File: config.mk
export PLATFORM = sky130hd
export DESIGN_NAME = mem_stall_port
export DESIGN_NICKNAME = d
export VERILOG_FILES = /design/src/rtl/mem_model_pkg.sv /design/src/rtl/mem_stall_port.sv
export SDC_FILE = /design/constraint.sdc
export NUM_CORES = 1
export LEC_CHECK = 0
export ABC_AREA = 0
export CAP_MARGIN = 0
export CORE_MARGIN = 1.5
export CORE_UTILIZATION = 49
export CTS_BUF_LIST = sky130_fd_sc_hd__clkbuf_4 sky130_fd_sc_hd__clkbuf_8
export CTS_CLUSTER_SIZE = 8
export DETAILED_ROUTE_END_ITERATION = 6
export DONT_BUFFER_PORTS = 1
export PLACE_DENSITY_LB_ADDON = 0.1
export SYNTH_ARGS = -nofsm -noshare
export SYNTH_HDL_FRONTEND = slang
export SYNTH_SLANG_ARGS = --single-unit
File: constraint.sdc
create_clock -name clk -period 8.4 [get_ports clk]
set_clock_uncertainty 0.1 [all_clocks]
set_input_delay 1.26 -clock clk [delete_from_list [all_inputs] [get_ports clk]]
set_output_delay 1.26 -clock clk [all_outputs]
set_load 0.005 [all_outputs]
File: src/rtl/mem_model_pkg.sv
// Shared types for the stall-injecting memory responder: port state, capture
// widths and the captured-request record.
package mem_model_pkg;

  localparam int CAP_ADDR_W  = 64;
  localparam int CAP_DATA_W  = 64;
  localparam int STRB_W      = CAP_DATA_W / 8;
  localparam int STALL_CNT_W = 3;

  typedef enum logic {
    IDLE = 1'b0,
    WAIT = 1'b1
  } port_state_e;

  // Requests are zero-extended into this record so one compare covers all fields.
  typedef struct packed {
    logic [CAP_ADDR_W-1:0] addr;
    logic                  wen;
    logic [STRB_W-1:0]     strb;
    logic [CAP_DATA_W-1:0] wdata;
  } mem_req_cap_t;

endpackage

File: src/rtl/mem_stall_port.sv
// One memory channel: bounded-stall grant FSM, request capture and protocol
// checker, and a wrapping completed-transaction counter.
module mem_stall_port
  import mem_model_pkg::*;
#(
  parameter int ADDR_W    = 64,
  parameter int DATA_W    = 64,
  parameter int MAX_STALL = 4,
  parameter int STALL_W   = 3,
  parameter int CNT_W     = 16
) (
  input  logic                clk,
  input  logic                rst,
  input  logic                req,
  input  logic [ADDR_W-1:0]   addr,
  input  logic                wen,
  input  logic [DATA_W/8-1:0] strb,
  input  logic [DATA_W-1:0]   wdata,
  input  logic [STALL_W-1:0]  nd_stall,
  input  logic [DATA_W-1:0]   nd_rdata,
  input  logic                nd_err,
  output logic                gnt,
  output logic                err,
  output logic [DATA_W-1:0]   rdata,
  output logic                proto_viol,
  output logic [CNT_W-1:0]    txn_count
);

  port_state_e        state_q, state_d;
  logic [STALL_W-1:0] cnt_q, cnt_d;
  mem_req_cap_t       cap_q, cap_d;
  logic               viol_q, viol_d;
  logic [CNT_W-1:0]   txn_q, txn_d;

  logic [STALL_W-1:0] stall_s;
  mem_req_cap_t       cur_s;
  logic               gnt_s;

  always_comb begin
    cur_s       = '0;
    cur_s.addr  = CAP_ADDR_W'(addr);
    cur_s.wen   = wen;
    cur_s.strb  = STRB_W'(strb);
    cur_s.wdata = CAP_DATA_W'(wdata);
    if (nd_stall > STALL_W'(MAX_STALL)) begin
      stall_s = STALL_W'(MAX_STALL);
    end else begin
      stall_s = nd_stall;
    end
  end

  always_comb begin
    state_d = state_q;
    cnt_d   = cnt_q;
    cap_d   = cap_q;
    viol_d  = viol_q;
    txn_d   = txn_q;
    gnt_s   = 1'b0;
    case (state_q)
      IDLE: begin
        if (req) begin
          if (stall_s == '0) begin
            gnt_s = 1'b1;
            txn_d = txn_q + CNT_W'(1);
          end else begin
            cnt_d   = stall_s - STALL_W'(1);
            cap_d   = cur_s;
            state_d = WAIT;
          end
        end else begin
          state_d = IDLE;
        end
      end
      WAIT: begin
        // A dropped or altered request aborts without grant; any new request waits for IDLE.
        if (!req || (cur_s != cap_q)) begin
          viol_d  = 1'b1;
          state_d = IDLE;
        end else if (cnt_q == '0) begin
          gnt_s   = 1'b1;
          txn_d   = txn_q + CNT_W'(1);
          state_d = IDLE;
        end else begin
          cnt_d = cnt_q - STALL_W'(1);
        end
      end
      default: begin
        state_d = IDLE;
      end
    endcase
    if (rst) begin
      gnt_s = 1'b0;
    end else begin
      gnt_s = gnt_s;
    end
  end

  always_ff @(posedge clk) begin
    if (rst) begin
      state_q <= IDLE;
      cnt_q   <= '0;
      cap_q   <= '0;
      viol_q  <= 1'b0;
      txn_q   <= '0;
    end else begin
      state_q <= state_d;
      cnt_q   <= cnt_d;
      cap_q   <= cap_d;
      viol_q  <= viol_d;
      txn_q   <= txn_d;
    end
  end

  always_comb begin
    if (gnt_s && !wen) begin
      rdata = nd_rdata;
    end else begin
      rdata = '0;
    end
  end

`ifdef MEM_STALL_MODEL_ERR_INJ_EN
  assign err = nd_err & gnt_s;
`else
  logic unused_nd_err_s;
  assign unused_nd_err_s = nd_err;
  assign err = 1'b0;
`endif

  assign gnt        = gnt_s;
  assign proto_viol = viol_q;
  assign txn_count  = txn_q;

endmodule

# After elaboration in Yosys (flattened, before gate mapping)
# Cells that the tools add are included.
[totals]
regBits = 158
latch_bits = 0
ram_bits = 0
romBits = 0
inputBits = 208
elab_cells = 54
mem_count = 0
[op_classes]
addsub = 3
multipliers = 0
n_div = 0
order_cmp = 1
eq_ne = 7
shift = 0
mux = 23
bitwise_logic = 2
n_reduce_logical = 10
[op_table]
columns = ["op", "n"]
rows = [
  ["!= test 137 bit", 1],
  ["2-to-1 mux 16 bit", 4],
  ["2-to-1 mux 64 bit", 1],
  ["one-hot mux 16 bit (2 select lines)", 1],
  ["adder 16 x 1 -> 16 bit, second input constant", 1],
  ["2-to-1 mux 3 bit", 5],
  ["!= test 2 bit, second input constant", 5],
  ["2-to-1 mux 1 bit", 9],
  ["AND reduction 4 bit", 2],
  ["logical NOT 3 bit", 2],
  ["one-hot mux 3 bit (2 select lines)", 1],
  ["subtractor 3 x 1 -> 3 bit, second input constant", 2],
  ["one-hot mux 1 bit (2 select lines)", 2],
  ["> comparator 3 bit, second input constant", 1],
  ["AND reduction 3 bit", 1],
  ["logical NOT 1 bit", 2],
  ["!= test 2 x 1 -> 1 bit, second input constant", 1],
  ["inverter 1 bit", 2],
  ["AND reduction 2 bit", 1],
  ["logical AND 1 bit", 1],
  ["logical OR 1 bit", 1],
]

# Longest topological paths before layout
[logic_depth]
word_depth = 9
mapped_depth = 9
mapped_depth_nobuf = 8

# Least setup slack after synthesis
# No wires, ideal clock.
[synth_path]
kind = "input to output"
start = "in addr[8]"
end = "out rdata[10]"
t_arrival_ns = 3.719
slack_ns = 3.321
cell_stages = 8
n_path_buf = 1
cell_sequence = "xor2_1 or4b_1 or4_4 nor4_4 nand4_4 a211oi_4 clkbuf_2 and2_1"
[synth_via]
elab_chain_cells = 7
[synth_lines]
columns = ["element", "line", "source"]
rows = [
  ["start: declaration", "mem_stall_port.sv:15", "input logic [ADDR_W-1:0] addr,"],
  ["!= test 137 bit", "mem_stall_port.sv:76", "if (!req || (cur_s != cap_q)) begin"],
  ["logical OR 1 bit", "mem_stall_port.sv:76", ""],
  ["2-to-1 mux 1 bit", "mem_stall_port.sv:76", ""],
  ["one-hot mux 1 bit (2 select lines)", "mem_stall_port.sv:59", "case (state_q)"],
  ["2-to-1 mux 1 bit", "mem_stall_port.sv:91", "if (rst) begin"],
  ["logical AND 1 bit", "mem_stall_port.sv:115", "if (gnt_s && !wen) begin"],
  ["2-to-1 mux 64 bit", "mem_stall_port.sv:115", ""],
  ["end: declaration", "mem_stall_port.sv:24", "output logic [DATA_W-1:0] rdata,"],
]
# No other way between the ends.

# Final worst setup path
[layout_path]
start = "in wdata[17]"
end = "out rdata[14]"
[layout_via]
elab_chain_cells = 7
[layout_lines]
columns = ["element", "line", "source"]
rows = [
  ["start: declaration", "mem_stall_port.sv:18", "input logic [DATA_W-1:0] wdata,"],
  ["!= test 137 bit", "mem_stall_port.sv:76", ""],
  ["logical OR 1 bit", "mem_stall_port.sv:76", ""],
  ["2-to-1 mux 1 bit", "mem_stall_port.sv:76", ""],
  ["one-hot mux 1 bit (2 select lines)", "mem_stall_port.sv:59", ""],
  ["2-to-1 mux 1 bit", "mem_stall_port.sv:91", ""],
  ["logical AND 1 bit", "mem_stall_port.sv:115", ""],
  ["2-to-1 mux 64 bit", "mem_stall_port.sv:115", ""],
]
# No other way between the ends.

==> key figures <==
Setup path
  – Buf/Inv on CP: 1
  – Slowest cell on the critical path: nor4_1
  – CP endpoint: rdata[14]
  – Worst Setup SP: wdata[17]
  – R2r setup slk: 5.04 ns
  – R2r startpoint: cap_q[17]$_SDFFE_PP0P_
  – WP data required: 7.04 ns
  – Crit start category: input port
  – CP max stage delay: 0.79 ns
  – Crit path max-delay family: simple AND/OR/NAND/NOR gates
  – Worst-path cell chain: nor2b_1 -> a2111oi_0 -> nand4_1 -> nor4_1 -> nand4_4 -> a211oi_4 -> buf_4 -> and2_1
  – Levels on crit path: 8
  – CP max FO: 64
  – R2R cell count: 7
  – Worst Setup Path Type: input port to output pin
  – Critical Path Sink Type: output pin
  – CP Data Arrival Time: 4.44 ns
  – R2r endpoint: txn_count[11]$_SDFFE_PP0P_

Clock tree
  – Post-CTS sizing: 0
  – Worst skew pair latency: 0.47 ns
  – TritonCTS clock tree: yes
  – Clk sink count: 158
  – Clk buf depth: 2
  – Clock root buffer: clkbuf_8
  – Hold-fix buffer count after cts: 0
  – H-tree depth: 4
  – CTS buffer count: 17
  – Clock slew at reported path FFs: 0.08 ns
  – Post-CTS Setup Inserts: 0

Route
  – Initial DRC count: 586
  – Post-DR vias/cell: 5.60
  – ANT nets after route: 0
  – DRT Pass-1 Iters: 5
  – M1 WL: 10,200 um
  – Routed len/inst: 21.3 um
  – Routed wl met3: 2950 um
  – WL met2: 13,900 um
  – Highest routed metal layer: met5
  – Via count: 7,320
  – Post-route DRC: 0
  – Detailed Route WL: 27,900 um

Timing
  – Setup TNS Final: 0 ns
  – Max_slew headroom: 30.6%
  – Slew Limit Fails: 0
  – Final worst setup slack: 2.60 ns
  – Final period util: 69.1%
  – Tightest Pin Transition: 1.04 ns
  – Final setup fails: 0
  – Final Critical Period: 5.80 ns
  – Final hold vios: 0
  – FMAX: 172 MHz
  – Final hold slack: 0.359 ns
  – RSZ-0062 raised after global routing: false

GRT
  – First-pass GRT wire length: 40,700 um
  – Initial antenna violation count: 20
  – Largest net degree at the start of global routing: 179
  – Vias in the first global route: 6,735
  – Gr ovfl total: 0
  – GRT Resource Usage Total: 31.0%

Floorplan
  – Core Footprint: 16,600 um^2
  – Die X: 133 um
  – Number of core rows: 47
  – Initial cell density of the core: 50.2%
  – I/O pins: 291
  – Die footprint: 17,800 um^2
  – Height of the die: 133 um

Hold path
  – Min-Delay Path Class: flip-flop to flip-flop
  – Hold Crit Depth: 2

Power and ir drop
  – Leakage Power: 3.33 nW
  – P per Cell Area: 183 nW/um^2
  – Worst IR drop on VDD: 0.150 mV
  – Total power: 1.62 mW

Place
  – Dpl cell area: 8390 um^2
  – Number of port buffers: 0
  – Placed instance count: 1,264
  – Dpl hpwl: 21,200 um
  – RD Place Congestion: 0.930
  – Pre-CTS WS: 2.63 ns

Cells and area
  – Fin util: 53.3%
  – Final nets: 1,273
  – Post-route insts no fill: 1,308
  – Area delta synth->final: 6.21%
  – Layout cells sized above 1: 5.12%
  – Design Area, Final: 8840 um^2

Synthesis
  – Synthesized area per cell: 7.55 um^2
  – Distinct cells, synth: 46
  – Number of flops mapped to enable cells by yosys: 0
  – Synth Instances: 1,102
  – Synthesis-stage register bit count: 158
  – Sequential fraction of the synthesis area: 38.0%
  – Ys flop type: dfxtp_1
  – Synthesized net count: 1,312
  – Syn. warnings: 0
  – Mapped Area: 8320 um^2
  – Asr flop ratio synth: 0%

Outcome
  – Status: finished, final reports clean

Job
  – Max Cap Viol: 0
==> worst min-delay path by stage <==
stage / end / start / slack [ns]
5_1_grt: cap_q[91]$_SDFFE_PP0P_ / cap_q[91]$_SDFFE_PP0P_ / 0.37
2_1_floorplan: cap_q[105]$_SDFFE_PP0P_ / cap_q[105]$_SDFFE_PP0P_ / 0.34
6_report: cap_q[91]$_SDFFE_PP0P_ / cap_q[91]$_SDFFE_PP0P_ / 0.36
3_3_place_gp: cap_q[91]$_SDFFE_PP0P_ / cap_q[91]$_SDFFE_PP0P_ / 0.34
4_1_cts: cap_q[91]$_SDFFE_PP0P_ / cap_q[91]$_SDFFE_PP0P_ / 0.35
3_5_place_dp: cap_q[91]$_SDFFE_PP0P_ / cap_q[91]$_SDFFE_PP0P_ / 0.34
==> tightest hold or removal path, delay by kind of cell, from the launching register on <==
kind               cells  cell delay [ns]
AOI/OAI and AO/OA      1             0.05
and+or+nand+nor        1             0.05
DFF                    1             0.31
==> registers in the layout, summed over array words and instances (netlist names) <==
register,flops
txn_count,16
state_q,1
cnt_q,3
proto_viol,1
cap_q,137
==> metal layers <==
| layer | vias up | global-route usage (%) |
|---|---|---|
| met5 | - | 0 |
| met2 | 286 | 54.0 |
| met1 | 3375 | 33.6 |
| met4 | 2 | 9.66 |
| li1 | 3614 | - |
| met3 | 43 | 14.2 |
==> cells in the mapped netlist, types with 6 or more instances <==
| master | number | share of area (%) |
|---|---|---|
| clkbuf_1 | 52 | 2.3 |
| clkbuf_2 | 6 | 0.36 |
| inv_1 | 25 | 1.1 |
| nand3_1 | 14 | 0.84 |
| nand2b_1 | 28 | 2.1 |
| nand4_1 | 31 | 2.3 |
| and3_1 | 6 | 0.45 |
| xnor2_1 | 23 | 2.4 |
| o22ai_1 | 9 | 0.68 |
| and2_1 | 66 | 5.0 |
| mux2_2 | 15 | 2.0 |
| nor2_1 | 21 | 0.95 |
| a21oi_1 | 155 | 9.3 |
| a2111oi_0 | 12 | 1.3 |
| xor2_1 | 69 | 7.3 |
| nor4_1 | 31 | 2.3 |
| dfxtp_1 | 158 | 38 |
| nor2b_1 | 51 | 3.8 |
| nand2_1 | 283 | 13 |
==> final cells by class <==
class,count,area (um^2)
Fill cell,1618,7750
Multi-Input combinational cell,857,4830
Sequential cell,158,3160
Clock buffer,21,277
Tap cell,220,275
Clock inverter,9,136
Inverter,25,93.8
Antenna cell,14,35.0
Timing Repair Buffer,4,30.0
==> power by group <==
part / internal, mW / switching, mW
combinational: 0.0772 / 0.119
clock: 0.314 / 0.291
sequential: 0.791 / 0.0271
==> placed cells by master, fill, tap and decap left out, drive strengths merged, types with 9 or more instances in the layout <==
| master | instances |
|---|---|
| a21oi | 155 |
| diode | 14 |
| nor2b | 51 |
| xor2 | 69 |
| xnor2 | 23 |
| nor2 | 21 |
| nand3 | 14 |
| nand4 | 32 |
| a2111oi | 12 |
| inv | 26 |
| nand2 | 283 |
| dfxtp | 158 |
| and2 | 66 |
| mux2 | 15 |
| nand2b | 28 |
| clkbuf | 21 |
| o22ai | 9 |
| nor4 | 32 |
==> cells by family after synthesis <==
family | count (synthesis) | share of synthesized area [%]
mux | 16 | 2.15
flops | 158 | 38.0
buf+inv | 87 | 4.06
compound gates | 191 | 12.7
fa+ha+maj | 2 | 0.301
simple gates | 555 | 33.1
xor+xnor | 92 | 9.68
other cells | 1 | 0.0451
Note: power is estimated with default switching activity, not from simulation.
